### config.mk
export PLATFORM = sky130hd
export DESIGN_NAME = lcd_bus_arbiter_flat
export DESIGN_NICKNAME = d
export VERILOG_FILES = /design/src/rtl/lcd_pkg.sv /design/src/rtl/lcd_bus_arbiter_if.sv /design/src/rtl/lcd_rr_arb.sv /design/src/rtl/lcd_bus_arbiter.sv /design/src/flat_wrapper.sv
export SDC_FILE = /design/constraint.sdc
export NUM_CORES = 1
export LEC_CHECK = 0
export CORE_MARGIN = 2
export CORE_UTILIZATION = 46
export CTS_CLUSTER_SIZE = 16
export DETAILED_ROUTE_END_ITERATION = 10
export DONT_BUFFER_PORTS = 1
export GPL_ROUTABILITY_DRIVEN = 0
export HOLD_SLACK_MARGIN = 0.03
export SLEW_MARGIN = 20
export SYNTH_ARGS = -nofsm -noshare
export SYNTH_HDL_FRONTEND = slang
export SYNTH_SLANG_ARGS = --single-unit
### constraint.sdc
create_clock -name CLOCK_50 -period 2.7 [get_ports CLOCK_50]
set_input_delay 0.27 -clock CLOCK_50 [delete_from_list [all_inputs] [get_ports CLOCK_50]]
set_output_delay 0.27 -clock CLOCK_50 [all_outputs]
set_load 0.03 [all_outputs]
### src/rtl/lcd_pkg.sv
`default_nettype none
// lcd_pkg: FSM state type, default HD44780 timing, command codes. Rev 1.0.
// Optional power-up init sequence selected by LCD_INIT_SEQ_EN.
package lcd_pkg;

  localparam int LCD_T_AS_CYC    = 4;
  localparam int LCD_T_EN_CYC    = 12;
  localparam int LCD_T_H_CYC     = 4;
  localparam int LCD_T_SHORT_CYC = 2000;
  localparam int LCD_T_LONG_CYC  = 82000;

`ifdef LCD_INIT_SEQ_EN
  localparam int LCD_T_PWR_CYC = 750000;

  localparam logic [7:0] LCD_CMD_FUNCSET = 8'h38;
  localparam logic [7:0] LCD_CMD_DISPON  = 8'h0C;
  localparam logic [7:0] LCD_CMD_CLEAR   = 8'h01;
  localparam logic [7:0] LCD_CMD_ENTRY   = 8'h06;

  function automatic logic [7:0] init_cmd(input logic [1:0] idx);
    case (idx)
      2'd0:    return LCD_CMD_FUNCSET;
      2'd1:    return LCD_CMD_DISPON;
      2'd2:    return LCD_CMD_CLEAR;
      default: return LCD_CMD_ENTRY;
    endcase
  endfunction
`endif

  typedef enum logic [2:0] {
`ifdef LCD_INIT_SEQ_EN
    INIT_WAIT  = 3'd0,
    INIT_ISSUE = 3'd1,
`endif
    IDLE       = 3'd2,
    SETUP      = 3'd3,
    PULSE      = 3'd4,
    HOLD       = 3'd5,
    EXEC       = 3'd6
  } lcd_state_e;

  // Clear (0x01/0x00) and return-home (0x02/0x03) need the long execution wait.
  function automatic logic is_long_cmd(input logic rs, input logic [7:0] data);
    return !rs && (data[7:2] == 6'd0);
  endfunction

endpackage
`default_nettype wire

### src/rtl/lcd_bus_arbiter_if.sv
`default_nettype none
// lcd_bus_arbiter_if: two-requester write handshake and status bundle. Rev 1.0.
interface lcd_bus_arbiter_if;
  logic [1:0]  req;
  logic [1:0]  req_rs;
  logic [15:0] req_data;
  logic [1:0]  ack;
  logic [1:0]  done;
  logic        busy;
  logic        init_done;

  modport master (output req, req_rs, req_data, input ack, done, busy, init_done);
  modport slave  (input req, req_rs, req_data, output ack, done, busy, init_done);
endinterface
`default_nettype wire

### src/rtl/lcd_rr_arb.sv
`default_nettype none
// lcd_rr_arb: two-way round-robin selector, one-hot grant. Rev 1.0.
module lcd_rr_arb (
  input  logic [1:0] req,
  input  logic       ptr,
  output logic [1:0] grant
);
  // A lone request wins outright; the pointer only breaks ties.
  always_comb begin
    grant = req;
    if (req == 2'b11) grant = ptr ? 2'b10 : 2'b01;
  end
endmodule
`default_nettype wire

### src/rtl/lcd_bus_arbiter.sv
`default_nettype none
// lcd_bus_arbiter: shares an HD44780 write bus between two requesters. Rev 1.0.
// Optional power-up init sequence selected by LCD_INIT_SEQ_EN.
module lcd_bus_arbiter
  import lcd_pkg::*;
#(
  parameter int T_AS_CYC    = LCD_T_AS_CYC,
  parameter int T_EN_CYC    = LCD_T_EN_CYC,
  parameter int T_H_CYC     = LCD_T_H_CYC,
  parameter int T_SHORT_CYC = LCD_T_SHORT_CYC,
  parameter int T_LONG_CYC  = LCD_T_LONG_CYC
`ifdef LCD_INIT_SEQ_EN
  , parameter int T_PWR_CYC = LCD_T_PWR_CYC
`endif
) (
  input  logic             CLOCK_50,
  input  logic             RESET_N,
  lcd_bus_arbiter_if.slave bus,
  output logic [7:0]       LCD_DATA,
  output logic             LCD_RS,
  output logic             LCD_EN,
  output logic             LCD_RW,
  output logic             LCD_ON,
  output logic             LCD_BLON
);

  localparam logic [19:0] LOAD_AS    = 20'(T_AS_CYC - 1);
  localparam logic [19:0] LOAD_EN    = 20'(T_EN_CYC - 1);
  localparam logic [19:0] LOAD_H     = 20'(T_H_CYC - 1);
  localparam logic [19:0] LOAD_SHORT = 20'(T_SHORT_CYC - 1);
  localparam logic [19:0] LOAD_LONG  = 20'(T_LONG_CYC - 1);
`ifdef LCD_INIT_SEQ_EN
  localparam logic [19:0] LOAD_PWR   = 20'(T_PWR_CYC - 1);
`endif

  lcd_state_e  state;
  logic [19:0] cnt;
  logic [19:0] exec_len;
  logic [1:0]  ack, done, grant;
  logic        busy, init_done;
  logic        ptr, owner, exec_long, is_user;
  logic        sel_owner, sel_rs;
  logic [7:0]  sel_data;
`ifdef LCD_INIT_SEQ_EN
  logic [1:0]  init_idx;
  logic        in_init;
  assign is_user = !in_init;
`else
  assign is_user = 1'b1;
`endif

  assign LCD_RW   = 1'b0;
  assign LCD_ON   = 1'b1;
  assign LCD_BLON = 1'b1;

  assign bus.ack       = ack;
  assign bus.done      = done;
  assign bus.busy      = busy;
  assign bus.init_done = init_done;

  lcd_rr_arb u_rr_arb (.req(bus.req), .ptr(ptr), .grant(grant));

  assign sel_owner = grant[1];
  assign sel_data  = sel_owner ? bus.req_data[15:8] : bus.req_data[7:0];
  assign sel_rs    = bus.req_rs[sel_owner];
  assign exec_len  = exec_long ? LOAD_LONG : LOAD_SHORT;

  always_ff @(posedge CLOCK_50 or negedge RESET_N) begin
    if (!RESET_N) begin
`ifdef LCD_INIT_SEQ_EN
      state    <= INIT_WAIT;
      cnt      <= LOAD_PWR;
      init_idx <= 2'd0;
      in_init  <= 1'b1;
`else
      state    <= IDLE;
      cnt      <= '0;
`endif
      LCD_DATA  <= '0;
      LCD_RS    <= 1'b0;
      LCD_EN    <= 1'b0;
      ack       <= '0;
      done      <= '0;
      busy      <= 1'b0;
      init_done <= 1'b0;
      ptr       <= 1'b0;
      owner     <= 1'b0;
      exec_long <= 1'b0;
    end else begin
      ack  <= '0;
      done <= '0;
`ifndef LCD_INIT_SEQ_EN
      init_done <= 1'b1;
`endif
      case (state)
`ifdef LCD_INIT_SEQ_EN
        INIT_WAIT: begin
          busy <= 1'b1;
          if (cnt == '0) state <= INIT_ISSUE;
          else           cnt   <= cnt - 20'd1;
        end
        INIT_ISSUE: begin
          LCD_DATA  <= init_cmd(init_idx);
          LCD_RS    <= 1'b0;
          exec_long <= is_long_cmd(1'b0, init_cmd(init_idx));
          cnt       <= LOAD_AS;
          state     <= SETUP;
        end
`endif
        IDLE: begin
          if (init_done && grant != 2'b00) begin
            owner     <= sel_owner;
            LCD_DATA  <= sel_data;
            LCD_RS    <= sel_rs;
            exec_long <= is_long_cmd(sel_rs, sel_data);
            ack       <= grant;
            busy      <= 1'b1;
            ptr       <= grant[0];
            cnt       <= LOAD_AS;
            state     <= SETUP;
          end
        end
        SETUP: begin
          if (cnt == '0) begin
            LCD_EN <= 1'b1;
            cnt    <= LOAD_EN;
            state  <= PULSE;
          end else cnt <= cnt - 20'd1;
        end
        PULSE: begin
          if (cnt == '0) begin
            LCD_EN <= 1'b0;
            cnt    <= LOAD_H;
            state  <= HOLD;
          end else cnt <= cnt - 20'd1;
        end
        HOLD: begin
          if (cnt == '0) begin
            cnt   <= exec_len;
            state <= EXEC;
            if (exec_len == '0 && is_user) done[owner] <= 1'b1;
          end else cnt <= cnt - 20'd1;
        end
        EXEC: begin
          // done is registered, so it is launched one count early to land on the last cycle.
          if (cnt == '0) begin
`ifdef LCD_INIT_SEQ_EN
            if (in_init) begin
              if (init_idx == 2'd3) begin
                in_init   <= 1'b0;
                init_done <= 1'b1;
                busy      <= 1'b0;
                state     <= IDLE;
              end else begin
                init_idx <= init_idx + 2'd1;
                state    <= INIT_ISSUE;
              end
            end else
`endif
            begin
              busy  <= 1'b0;
              state <= IDLE;
            end
          end else begin
            cnt <= cnt - 20'd1;
            if (cnt == 20'd1 && is_user) done[owner] <= 1'b1;
          end
        end
        default: state <= IDLE;
      endcase
    end
  end

endmodule
`default_nettype wire
### src/flat_wrapper.sv
// flat-port wrapper written by rule: the top's interface ports become plain ports
module lcd_bus_arbiter_flat import lcd_pkg::*;
#(
  parameter int T_AS_CYC    = LCD_T_AS_CYC,
  parameter int T_EN_CYC    = LCD_T_EN_CYC,
  parameter int T_H_CYC     = LCD_T_H_CYC,
  parameter int T_SHORT_CYC = LCD_T_SHORT_CYC,
  parameter int T_LONG_CYC  = LCD_T_LONG_CYC

)
  (CLOCK_50, RESET_N, LCD_DATA, LCD_RS, LCD_EN, LCD_RW, LCD_ON, LCD_BLON, bus_req, bus_req_rs, bus_req_data, bus_ack, bus_done, bus_busy, bus_init_done);
  lcd_bus_arbiter_if bus_i ();
  input  logic CLOCK_50;
  input  logic RESET_N;
  output logic [7:0] LCD_DATA;
  output logic LCD_RS;
  output logic LCD_EN;
  output logic LCD_RW;
  output logic LCD_ON;
  output logic LCD_BLON;
  input wire logic [$bits(bus_i.req)-1:0] bus_req;
  input wire logic [$bits(bus_i.req_rs)-1:0] bus_req_rs;
  input wire logic [$bits(bus_i.req_data)-1:0] bus_req_data;
  output wire logic [$bits(bus_i.ack)-1:0] bus_ack;
  output wire logic [$bits(bus_i.done)-1:0] bus_done;
  output wire logic [$bits(bus_i.busy)-1:0] bus_busy;
  output wire logic [$bits(bus_i.init_done)-1:0] bus_init_done;
  assign bus_i.req = bus_req;
  assign bus_i.req_rs = bus_req_rs;
  assign bus_i.req_data = bus_req_data;
  assign bus_ack = bus_i.ack;
  assign bus_done = bus_i.done;
  assign bus_busy = bus_i.busy;
  assign bus_init_done = bus_i.init_done;
  lcd_bus_arbiter #(.T_AS_CYC(T_AS_CYC), .T_EN_CYC(T_EN_CYC), .T_H_CYC(T_H_CYC), .T_SHORT_CYC(T_SHORT_CYC), .T_LONG_CYC(T_LONG_CYC)) u_core (.CLOCK_50(CLOCK_50), .RESET_N(RESET_N), .bus(bus_i), .LCD_DATA(LCD_DATA), .LCD_RS(LCD_RS), .LCD_EN(LCD_EN), .LCD_RW(LCD_RW), .LCD_ON(LCD_ON), .LCD_BLON(LCD_BLON));
endmodule
# After elaboration in Yosys (flattened, before gate mapping)
# Cells that the tools add are included.
[totals]
input_bits = 22
regBits = 42
output_inout_bits = 19
[classes]
eq_ne = 13
muxes = 32
n_lt_le_gt_ge = 3
n_addsub = 1
reduce_logical = 16
[op_table]
columns = ["op", "count"]
rows = [
  ["$mux W20", 5],
  ["$pmux W20 S5", 1],
  ["$logic_not A20 Y1", 2],
  ["$eq A20 B1 Y1 const B", 1],
  ["$sub A20 B1 Y20 const B", 1],
  ["$mux W17", 1],
  ["$mux W2", 8],
  ["$mux W3", 5],
  ["$pmux W3 S5", 1],
  ["$ne A2 B1 Y1 const B", 5],
  ["$eq A3 B3 Y1 const B", 3],
  ["$reduce_and A3 Y1", 3],
  ["$mux W8", 1],
  ["$eq A3 B2 Y1 const B", 2],
  ["$logic_not A6 Y1", 1],
  ["$mux W1", 6],
  ["$reduce_bool A2 Y1", 3],
  ["$reduce_and A5 Y1", 1],
  ["$reduce_bool A5 Y1", 1],
  ["$lt A1 B2 Y1 const B", 2],
  ["$pmux W1 S2", 2],
  ["$pmux W2 S2", 1],
  ["$logic_and A1 B1 Y1", 3],
  ["$eq A2 B2 Y1 const B", 1],
  ["other kinds (5)", 5],
]

# Depth between registers and ports, before layout
# Gate-level depths: netlist of the first run.
[logic_depth]
word_depth = 7
mapped_depth = 8
mapped_depth_nobuf = 8

# Modules after synthesis
# A second synthesis of the first run with hierarchy kept.
[unflattened]
cells_unflattened = 273
hier_area_um2 = 2418.6
[by_module_without_submodules]
columns = ["module", "area_each_um2", "instances", "cells_each"]
rows = [
  ["lcd_bus_arbiter", 2399.8, 1, 270],
  ["lcd_rr_arb", 18.8, 1, 3],
]

# Least setup slack after synthesis of the first run
# Ideal clock, no wire load.
[synth_timing]
kind = "register to register"
from = "register u_core.cnt[8]"
to = "register u_core.cnt[18]"
synth_period_minus_slack_ps = 2479
arrival_time_ps = 2360
path_buffers = 2
setup_time_ps = 119
slack_ps = 221
stages_incl_launch_ff = 8
t_required_ps = 2581
cell_sequence = "dfrtp_1 buf_6 or4_4 or3_1 buf_6 or4_4 o31a_1 o21ba_1"
[synth_via]
elab_chain_len = 3
[synth_lines]
columns = ["item", "line", "rtl"]
rows = [
  ["start: declaration", "lcd_bus_arbiter.sv:37", "logic [19:0] cnt;"],
  ["start signal: assignment", "lcd_bus_arbiter.sv:128", "end else cnt <= cnt - 20'd1;"],
  ["start signal: assignment", "lcd_bus_arbiter.sv:135", "end else cnt <= cnt - 20'd1;"],
  ["start signal: assignment", "lcd_bus_arbiter.sv:139", "cnt <= exec_len;"],
  ["$sub A20 B1 Y20 / $logic_not A20 Y1 (equally long branches)", "n/a", ""],
  ["$mux W20, or another cell as far along", "lcd_bus_arbiter.sv:146", "if (cnt == '0) begin"],
  ["$pmux W20 S5 / $reduce_and A3 Y1 (equally long branches)", "n/a", ""],
]
# Parallel ways exist; a longest one is shown, timed or not. The select of a mux whose other input is x is not followed.
# A chain may end at the register's enable or synchronous reset.

# Worst setup path after layout of the first run
[layout_timing]
from = "register u_core.cnt[9]"
to = "register u_core.cnt[7]"
[layout_via]
elab_chain_len = 3
[layout_lines]
columns = ["item", "line", "rtl"]
rows = [
  ["$logic_not A20 Y1 *", "n/a", ""],
  ["$mux W20, or another cell as far along", "lcd_bus_arbiter.sv:138", "if (cnt == '0) begin"],
  ["$pmux W20 S5 / $reduce_and A3 Y1 (equally long branches)", "n/a", ""],
]
# Every way passes the cells marked *; elsewhere a longest branch is shown, timed or not.

==> results of run 1 <==
## state kept, by name, indices dropped and copies added, names as in the netlist
register,flops
u_core.cnt,20
u_core.LCD_DATA,8
u_core.state,3
u_core.bus.ack,2
u_core.bus.done,2
u_core.LCD_EN,1
u_core.LCD_RS,1
u_core.bus.busy,1
u_core.bus.init_done,1
u_core.exec_long,1
u_core.owner,1
u_core.ptr,1
## final timing paths
kind	startpoint	to	slack, ns
hold reg to reg	u_core.owner$_DFFE_PN0P_	u_core.bus.done[0]$_DFF_PN0_	0.46
max in group asynchronous	RESET_N	u_core.state[1]$_DFFE_PN1P_	2.03
setup reg to reg	u_core.cnt[9]$_DFFE_PN0P_	u_core.cnt[7]$_DFFE_PN0P_	0.13
min in group asynchronous	RESET_N	u_core.bus.busy$_DFFE_PN0P_	0.42
setup / recovery	u_core.cnt[9]$_DFFE_PN0P_	u_core.cnt[7]$_DFFE_PN0P_	0.13
hold / removal	bus_req[0]	u_core.bus.ack[0]$_DFF_PN0_	0.09
## stage by stage
step | util (%) | std cells | area, um^2
CTS | 52.0 | 351 | 2640
global route | 52.0 | 351 | 2640
detailed placement | 49.2 | 341 | 2500
finish | 52.0 | 351 | 2640
global placement | 49.2 | 341 | 2500
floorplan | - | 274 | 2400
## placed cells by master (no fill, tap or decap), drive strengths merged, types with 4 or more instances in the layout
| master | n |
|---|---|
| or4 | 5 |
| nor3 | 11 |
| o22ai | 4 |
| buf | 14 |
| a21oi | 12 |
| mux2i | 9 |
| o2111ai | 4 |
| nor4 | 10 |
| or3 | 4 |
| o21ai | 25 |
| nor2 | 30 |
| conb | 4 |
| dfrtp | 41 |
| nand2 | 33 |
| nand3 | 4 |
| inv | 10 |
| xor2 | 6 |
| clkbuf | 6 |
## layer usage
layer  vias up  GRT usage, %
li1        984             -
met1       952          26.8
met2        61          31.6
met3         7          3.67
met4         0          5.09
met5         -             0
## power breakdown
part           switching [mW]  total (mW)  internal [mW]
Combinational           0.470       0.828          0.357
Clock                   0.228       0.504          0.276
Sequential              0.323        1.15          0.831
Total                    1.02        2.49           1.46
## cell type report
| cell class | instances | area [um^2] | share of cell area [%] |
|---|---|---|---|
| inverter | 10 | 37.5 | 1.42 |
| timing repair buffer | 15 | 128 | 4.84 |
| clock inverter | 2 | 37.5 | 1.42 |
| tap | 70 | 87.6 | 3.32 |
| sequential | 42 | 1050 | 39.9 |
| clock buffer | 6 | 72.6 | 2.75 |
| multi-input combinational | 206 | 1220 | 46.3 |
## logic make-up (layout without fill, tap and decap cells)
group                    Yosys count  count (layout)  share of synthesized area [%]
flip-flops                        42              42                           44.0
buffers and inverters             26              33                           5.23
other                              2               4                          0.314
AO/OA/AOI/OAI                     69              69                           18.4
XOR/XNOR                           7               7                           2.56
adder cells (fa/ha/maj)            3               3                           1.57
AND/OR/NAND/NOR                  114             114                           24.2
multiplexers                       9               9                           3.77
## repair_timing
action	CTS	global route
hold buffers	2	0
hold endpoints to repair	42	0
setup buffers	0	0
==> run metrics, run 1 <==
status finished clean; Yosys reg bits 42; first drt pass iteration count 4; routed len/inst 15.1 um; TritonCTS Buffers 5; CTS root buffer clkbuf_8; Main synth FF type dfrtp_1; die area just under 6000 um^2; Fill cells ~500; Reg2Reg Depth 6; Skew-Pair Late Insertion Delay roughly 0.30 ns; antenna violations before repair 0; total congestion overflow 0; Crit-path slowest cell or4_4; Slew HR between 50% and 60%; Synthesis Warnings 0; # port buffers 0; unrepaired setup endpoints after global routing no; n_diodes 0; total wire length about 5300 um; total track usage 19.4%; Bufs and invs on worst path 0; Min-Delay Path Depth 2; sequential share of the synthesized area between 40% and 50%; CTS tree built; Final period util between 90% and 100%; vias in the first global route 1918; Crit path depth 6; delay-heaviest family, CP simple AND/OR/NAND/NOR gates; Post-synth EDFFs 0; CTS Buffer Depth 2; post-layout min period ~2.6 ns; worst path cell trace or4_4, or3_1, nor4_2, o22ai_1, a21boi_0, a211o_1; Layout area overhead 10.3%; Post-DP HPWL just under 4000 um; WL met1 around 2500 um; largest net degree at the start of global routing 43; CP arrival about 2.8 ns; Vias about 2000; Fin. Hold Viols 0; met2 wire len about 2400 um; Avg Inst Size Synth 8.80 um^2; most instantiated cells after synthesis 41 x dfrtp_1, 33 x nand2_1, 30 x nor2_1, 23 x o21ai_0, 12 x a21oi_1; Hold WC Path Type in2reg; Die H between 70 and 80 um; routed wl met3 between 200 and 300 um; top sig layer met4; Fin Hold WS 0.0921 ns; Synth area leaders dfrtp_1 43%, nand2_1 5.2%, o21ai_0 4.8%, nor2_1 4.7%, mux2i_1 3.8%; CORE AREA between 5000 and 6000 um^2; Final Worst Setup Slack 0.131 ns; sum of negative setup slack 0 ns; Final Max Tran Viols 0; MaxCap Viol Count 0; clock-pin slew on the worst setup and hold paths about 0.080 ns; post-synth top area cell dfrtp_1; Crit Path Class reg2reg; Initial DRC Count 192; most numerous cell in the Yosys netlist dfrtp_1; Final #Nets roughly 300; Final setup violation count 0; Clock Sinks 42; clock skew 0.00777 ns; PostCTS Resize Cnt 0; pre-CTS worst setup slack about 0.17 ns; Cell Rows 26; Yosys cell types between 40 and 50; share of cells above drive strength 1 9.96%; Vias/cell between 5 and 6; FMAX 389 MHz; max incr delay on CP roughly 0.57 ns; DIE WIDTH approximately 76 um; Syn Inst Count between 200 and 300; H-tree Lvls 2; leakage 1.23 nW; first-pass GRT wire length between 9000 and 10000 um; CP Capture Type flip-flop; Worst EP required 2.88 ns; VDD IR-drop max 0.000530 V; Mapped Area between 2000 and 2500 um^2; Slew @ Worst Pin slightly above 0.6 ns; Synth top area share between 40% and 50%; Async SR Flop Fraction between 90% and 100%; crit-path max FO 8; IO Pins just over 40; Pwr Density 943 nW/um^2; total power approximately 2.5 mW; Initial Util 47.1%; Residual DRC 0; ANT nets after route 0; Startpoint Class flip-flop
(Power assumes the default switching activity.)
==> inputs of run 2 (changes only) <==
--- a/config.mk
+++ b/config.mk
@@ -5,6 +5,7 @@
 export SDC_FILE = /design/constraint.sdc
 export NUM_CORES = 1
 export LEC_CHECK = 0
+export ABC_AREA = 1
 export CORE_MARGIN = 2
 export CORE_UTILIZATION = 46
 export CTS_CLUSTER_SIZE = 16
@@ -15,4 +16,5 @@
 export SLEW_MARGIN = 20
 export SYNTH_ARGS = -nofsm -noshare
 export SYNTH_HDL_FRONTEND = slang
+export SYNTH_HIERARCHICAL = 1
 export SYNTH_SLANG_ARGS = --single-unit
==> run 2 against run 1 <==
Critical path depth up 5. Sequential share of layout area shrank 2.4 points. Worst setup slack better by 0.64 ns. Fmax grew 33%. Clock-buffer cell count fell by 1. Power rose by 3.3%. Cell area rose by 6.3%. Clock skew up 0.0031 ns. Die area is 8.5% higher. Utilization decreased by 1.1 points. Sequential power fell by 7%. Critical endpoint is now u_core/cnt[12]$_DFFE_PN0P_. Largest cell class unchanged. Largest power group unchanged. Highest routed layer unchanged.
==> run metrics, run 2 <==
CP Capture Type flip-flop; Yosys cell types 35; first-pass GRT wire length roughly 10000 um; CTS Buffer Depth 2; crit-path max FO 18; Fin. Hold Viols 0; unrepaired setup endpoints after global routing no; clock-pin slew on the worst setup and hold paths around 0.1 ns; Post-DP HPWL 4370 um; VDD IR-drop max 0.000488 V; Synth area leaders dfrtp_1 39%, nand2_1 16%, nor2_1 7.8%, nand3_1 4.4%, inv_1 4.0%; Syn Inst Count approximately 350; Setup Buffers After CTS 0; Worst R2R Start u_core/ptr$_DFFE_PN0P_; max incr delay on CP approximately 0.38 ns; Skew-Pair Late Insertion Delay 0.31 ns; Slew @ Worst Pin between 0.5 and 0.6 ns; Initial Util ~47%; most frequent cells in the layout 112 x nand2_1, 54 x nor2_1, 41 x dfrtp_1, 28 x inv_1, 23 x nand3_1; Mapped Area 2610 um^2; max reg flops 20; Worst EP required between 2 and 3 ns; Main synth FF type dfrtp_1; Vias about 2200; worst path cell trace nand3_1, nand2_1, buf_4, o21ai_0, inv_1, nor2_2, nor2_4, nand2_8, nor2_2, nand3b_1, nand2_1; Initial DRC Count roughly 110; total power around 2.6 mW; leakage between 1 and 1.5 nW; Crit-path slowest cell dfrtp_1; CTS root buffer clkbuf_8; TritonCTS Buffers 5; n_diodes 0; Die H around 79 um; antenna violations before repair 0; Avg Inst Size Synth between 7 and 8 um^2; total congestion overflow 0; most common cell after layout, fill and taps aside nand2_1; Synthesis Warnings 6; Synth top area share between 30% and 40%; share of cells above drive strength 1 about a tenth; Bufs and invs on worst path 2; Async SR Flop Fraction between 90% and 100%; Vias/cell roughly 5.1; H-tree Lvls 2; Startpoint Class flip-flop; Crit Path Class reg2reg; die area 6290 um^2; first drt pass iteration count 4; Cell Rows 27; clock skew 0.0109 ns; IO Pins slightly above 40; Pwr Density a little over 900 nW/um^2; largest registers u_core/cnt (20), u_core/LCD_DATA (8), u_core/state (3); Yosys reg bits 42; Slew HR around 60%; Final setup violation count 0; largest net degree at the start of global routing 43; crit path launch u_core/ptr$_DFFE_PN0P_; sum of negative setup slack 0 ns; Hold WC Path Type in2reg; Final period util between 70 and 80%; Placed Instances roughly 420; CORE AREA 5510 um^2; total wire length about 5800 um; Clock Sinks 42; Final Max Tran Viols 0; most instantiated cells after synthesis 112 x nand2_1, 54 x nor2_1, 41 x dfrtp_1, 28 x inv_1, 23 x nand3_1; Fill cells roughly 550; Post-synth EDFFs 0; post-layout min period just under 2 ns; final core area utilization between 50% and 60%; most numerous cell in the Yosys netlist nand2_1; routed len/inst 13.4 um; CTS tree built; sequential share of the synthesized area 40.4%; ANT nets after route 0; CP arrival between 2 and 2.5 ns; # port buffers 0; Hold Crit Start bus_req_data[8]; Final #Nets approximately 390; R2R setup slack approximately 0.77 ns; Layout area overhead 7.53%; vias in the first global route between 2000 and 2500; Residual DRC 0; total track usage about a fifth; post-synth top area cell dfrtp_1; FMAX roughly 520 MHz; fin cells approximately 430; largest register by flop count u_core/cnt; MaxCap Viol Count 0; delay-heaviest family, CP simple AND/OR/NAND/NOR gates; status finished clean; DIE WIDTH between 70 and 80 um
==> run 2: final timing paths <==
| kind | cells after the start | end |
|---|---|---|
| worst min-delay path | 2 | u_core/LCD_DATA[0]$_DFFE_PN0P_ |
| min in group asynchronous | 2 | u_core/cnt[14]$_DFFE_PN0P_ |
| worst min register to register | 1 | u_core/bus.done[0]$_DFF_PN0_ |
| worst max register to register | 11 | u_core/cnt[12]$_DFFE_PN0P_ |
| worst max-delay path | 11 | u_core/cnt[12]$_DFFE_PN0P_ |
| max in group asynchronous | 2 | u_core/state[1]$_DFFE_PN1P_ |
==> run 2: repair_timing <==
action,in CTS,in global routing
endpoints found under the hold margin,42,0
hold buffers,2,0
gates resized for setup,0,0
==> run 2: report_power, final <==
part	leakage, nW	switching, mW	internal, mW
registers	0.537	0.289	0.781
clock network	0.0506	0.253	0.194
logic	0.886	0.722	0.330
==> run 2: stage by stage <==
stage | worst slack, ns | hold WS (ns) | area (um^2)
final | 0.767 | 0.108 | 2800
after global routing | 0.606 | 0.0975 | 2800
after CTS | 0.744 | 0.105 | 2800
after detailed placement | 0.758 | -0.0247 | 2670
after global placement | 0.758 | -0.0243 | 2670
after floorplan | 1.14 | -0.0256 | 2620
==> run 2: cell type report <==
| cell class | instances | area, um^2 | area share [%] |
|---|---|---|---|
| multi-input cells | 274 | 1390 | 49.4 |
| flip-flops and latches | 42 | 1050 | 37.5 |
| inverters | 34 | 133 | 4.73 |
| well taps | 72 | 90.1 | 3.21 |
| clock buffers | 5 | 68.8 | 2.45 |
| repair buffers | 3 | 45.0 | 1.61 |
| clock inverters | 3 | 28.8 | 1.03 |
==> run 2: logic make-up (layout without fill, tap and decap cells) <==
logic type	count (synthesis)	count (layout)	synth area share (%)
buffers and inverters	40	45	6.77
other	2	4	0.288
flip-flops	42	42	40.4
XOR/XNOR	7	7	2.35
AND/OR/NAND/NOR	226	226	40.9
adder cells (fa/ha/maj)	4	4	1.92
AO/OA/AOI/OAI	33	33	7.44
==> run 2: layer usage <==
metal	vias up	wire [um]	global-route usage, %
met2	40	2860	33.7
li1	1141	-	-
met5	-	0	0
met4	0	48	5.17
met1	1023	2620	26.8
met3	4	251	4.43
==> run 2: worst reg2reg max path, cell delays in order, from the launching register on <==
cell and delay [ns]:
dfrtp_1 0.38, nand3_1 0.07, nand2_1 0.06, buf_4 0.16, o21ai_0 0.18, inv_1 0.11, nor2_2 0.05, nor2_4 0.25
nand2_8 0.16, nor2_2 0.25, nand3b_1 0.12, nand2_1 0.08
==> inputs of run 3 (changes only) <==
--- a/config.mk
+++ b/config.mk
@@ -5,7 +5,7 @@
 export SDC_FILE = /design/constraint.sdc
 export NUM_CORES = 1
 export LEC_CHECK = 0
-export ABC_AREA = 1
+export ABC_AREA = 0
 export CORE_MARGIN = 2
 export CORE_UTILIZATION = 46
 export CTS_CLUSTER_SIZE = 16
==> constraint.sdc (replaced) <==
create_clock -name CLOCK_50 -period 2.02 [get_ports CLOCK_50]
set_input_delay 0.202 -clock CLOCK_50 [delete_from_list [all_inputs] [get_ports CLOCK_50]]
set_output_delay 0.202 -clock CLOCK_50 [all_outputs]
set_load 0.03 [all_outputs]
==> run 3 against run 2 <==
Wire length increased by 0.43%. Highest routed layer unchanged. Fmax decreased by 1.0%. Utilization increased by 8.1 points.
==> run metrics, run 3 <==
Placed Instances 370; total track usage between 20% and 30%; Residual DRC 0; Post-synth EDFFs 0; post-route cell area 3000 um^2; share of cells above drive strength 1 between 20% and 30%; CTS Buffer Depth 2; Synth area leaders dfrtp_1 42%, nor2_1 5.6%, a21oi_1 3.7%, mux2i_1 3.7%, o21ai_1 3.5%; post-layout min period between 1.5 and 2 ns; most numerous cell in the Yosys netlist dfrtp_1; Skew-Pair Late Insertion Delay ~0.3 ns; Reg2Reg Depth 8; Syn Inst Count 273; CTS root buffer clkbuf_8; CP arrival ~2.1 ns; die area ~6000 um^2; unrepaired setup endpoints after global routing yes; Initial Util a little under half; Vias/cell between 5 and 6; clock-pin slew on the worst setup and hold paths about 0.080 ns; Crit Path Class reg2reg; Startpoint Class flip-flop; total power between 5 and 6 mW; Mapped Area between 2000 and 2500 um^2; post-synth top area cell dfrtp_1; Clock Sinks 42; most common cell after layout, fill and taps aside buf_4; VDD IR-drop max slightly below 0.0008 V; CORE AREA 5070 um^2; total congestion overflow 0; # port buffers 0; first-pass GRT wire length approximately 10000 um; Async SR Flop Fraction 100%; first drt pass iteration count 4; most instantiated cells after synthesis 41 x dfrtp_1, 36 x nor2_1, 19 x nand2_1, 18 x a21oi_1, 17 x o21ai_1; DP Area approximately 2700 um^2; Yosys reg bits between 40 and 50; largest net degree at the start of global routing 43; CP Capture Type flip-flop; Fin. Hold Viols 0; FMAX between 500 and 600 MHz; most frequent cells in the layout 45 x buf_4, 39 x dfrtp_1, 35 x nor2_1, 19 x nand2_1; sequential share of the synthesized area ~44%; crit-path max FO 6; Synthesis Warnings 6; Final Max Tran Viols 0; IO Pins 41; leakage 1.32 nW; Synth top area share 42.4%; Yosys cell types 57; Final #Nets approximately 340; ANT nets after route 0; Pwr Density 1890 nW/um^2; Die H around 77 um; Vias roughly 2200; fin cells between 300 and 400; largest register by flop count u_core/cnt; Initial DRC Count 104; CTS tree built; MaxCap Viol Count 0; vias in the first global route 2126; n_diodes 0; clock skew roughly 0.0036 ns; total wire length 5810 um; status finished clean; routed len/inst 14.9 um; Worst EP required around 2.2 ns; Cell Rows 26; Main synth FF type dfrtp_1; Layout area overhead 23.8%; Final period util 96.7%; max reg flops 20; multi-input logic area approximately 1300 um^2; Final setup violation count 0; largest registers u_core/cnt (20), u_core/LCD_DATA (8), u_core/state (3); H-tree Lvls 2; antenna violations before repair 0; Post-DP HPWL 4270 um; Reg area 1050 um^2; TritonCTS Buffers 5; DIE WIDTH ~77 um; Fill cells 472; Hold WC Path Type in2reg; Min-Delay Path Depth 3; Avg Inst Size Synth ~8.9 um^2
==> run 3: layer usage <==
| layer | vias up | GRT usage, % | part of all wire [%] |
|---|---|---|---|
| met5 | - | 0 | 0 |
| met4 | 0 | 7.45 | 1.8 |
| met3 | 12 | 4.74 | 3.3 |
| met2 | 35 | 34.6 | 48 |
| met1 | 1059 | 28.5 | 47 |
| li1 | 1081 | - | - |
==> run 3: repair_timing <==
item,4_1_cts,5_1_grt
endpoints found under the hold margin,42,0
resized for setup,0,24
setup buffers,1,7
hold buffers,2,0
endpoints found under the setup margin,1,23
gates cloned,0,1
pin swaps,1,5
==> run 3: cell families (layout without fill, tap and decap cells) <==
group                    Yosys count  in the layout  synth area share [%]
AND/OR/NAND/NOR                  111            111                  23.5
AO/OA/AOI/OAI                     82             82                  21.3
flip-flops                        42             42                  43.5
buffers and inverters             21             65                  4.71
multiplexers                      10             10                  4.19
adder cells (fa/ha/maj)            4              4                  2.07
other                              2              4                 0.311
XOR/XNOR                           1              1                 0.362
==> run 3: final timing paths <==
path | from | end | slack (ns)
worst max-delay path | u_core/cnt[1]$_DFFE_PN0P_ | u_core/cnt[9]$_DFFE_PN0P_ | 0.07
worst min-delay path | bus_req_rs[0] | u_core/exec_long$_DFFE_PN0P_ | 0.08
worst max register to register | u_core/cnt[1]$_DFFE_PN0P_ | u_core/cnt[9]$_DFFE_PN0P_ | 0.07
worst min register to register | u_core/owner$_DFFE_PN0P_ | u_core/bus.done[0]$_DFF_PN0_ | 0.44
max in group asynchronous | RESET_N | u_core/state[1]$_DFFE_PN1P_ | 1.40
min in group asynchronous | RESET_N | u_core/bus.done[0]$_DFF_PN0_ | 0.34
==> run 3: stage by stage <==
| step | setup TNS, ns | hold slack [ns] | setup WS, ns | utilization (%) |
|---|---|---|---|---|
| 4_1_cts | 0 | 0.0771 | 0.00351 | 56.4 |
| 2_1_floorplan | 0 | -0.0936 | 0.0337 | - |
| 6_report | 0 | 0.0793 | 0.0662 | 59.0 |
| 3_5_place_dp | 0 | -0.0925 | 0.0297 | 53.9 |
| 5_1_grt | -0.0203 | 0.0865 | -0.0125 | 59.0 |
| 3_3_place_gp | 0 | -0.0925 | 0.0472 | 53.9 |
==> run 3: area by class of cell <==
type	instances	share of cell area [%]
clock inverters	3	0.710
multi-input cells	212	44.4
clock buffers	5	2.30
inverters	7	0.877
repair buffers	50	13.6
well taps	70	2.92
flip-flops and latches	42	35.2
==> run 3: critical path: stages, from the launching register on <==
cell,delay (ns)
dfrtp_1,0.40
inv_2,0.10
ha_2,0.19
nand4b_1,0.22
or2_4,0.34
a21oi_4,0.24
buf_4,0.16
o21ai_0,0.07
o311ai_0,0.11
==> run 3: where the power goes <==
group          total, mW  internal [mW]  switching, mW
sequential          1.67           1.17          0.501
clock              0.556          0.243          0.313
combinational       3.45           1.60           1.85
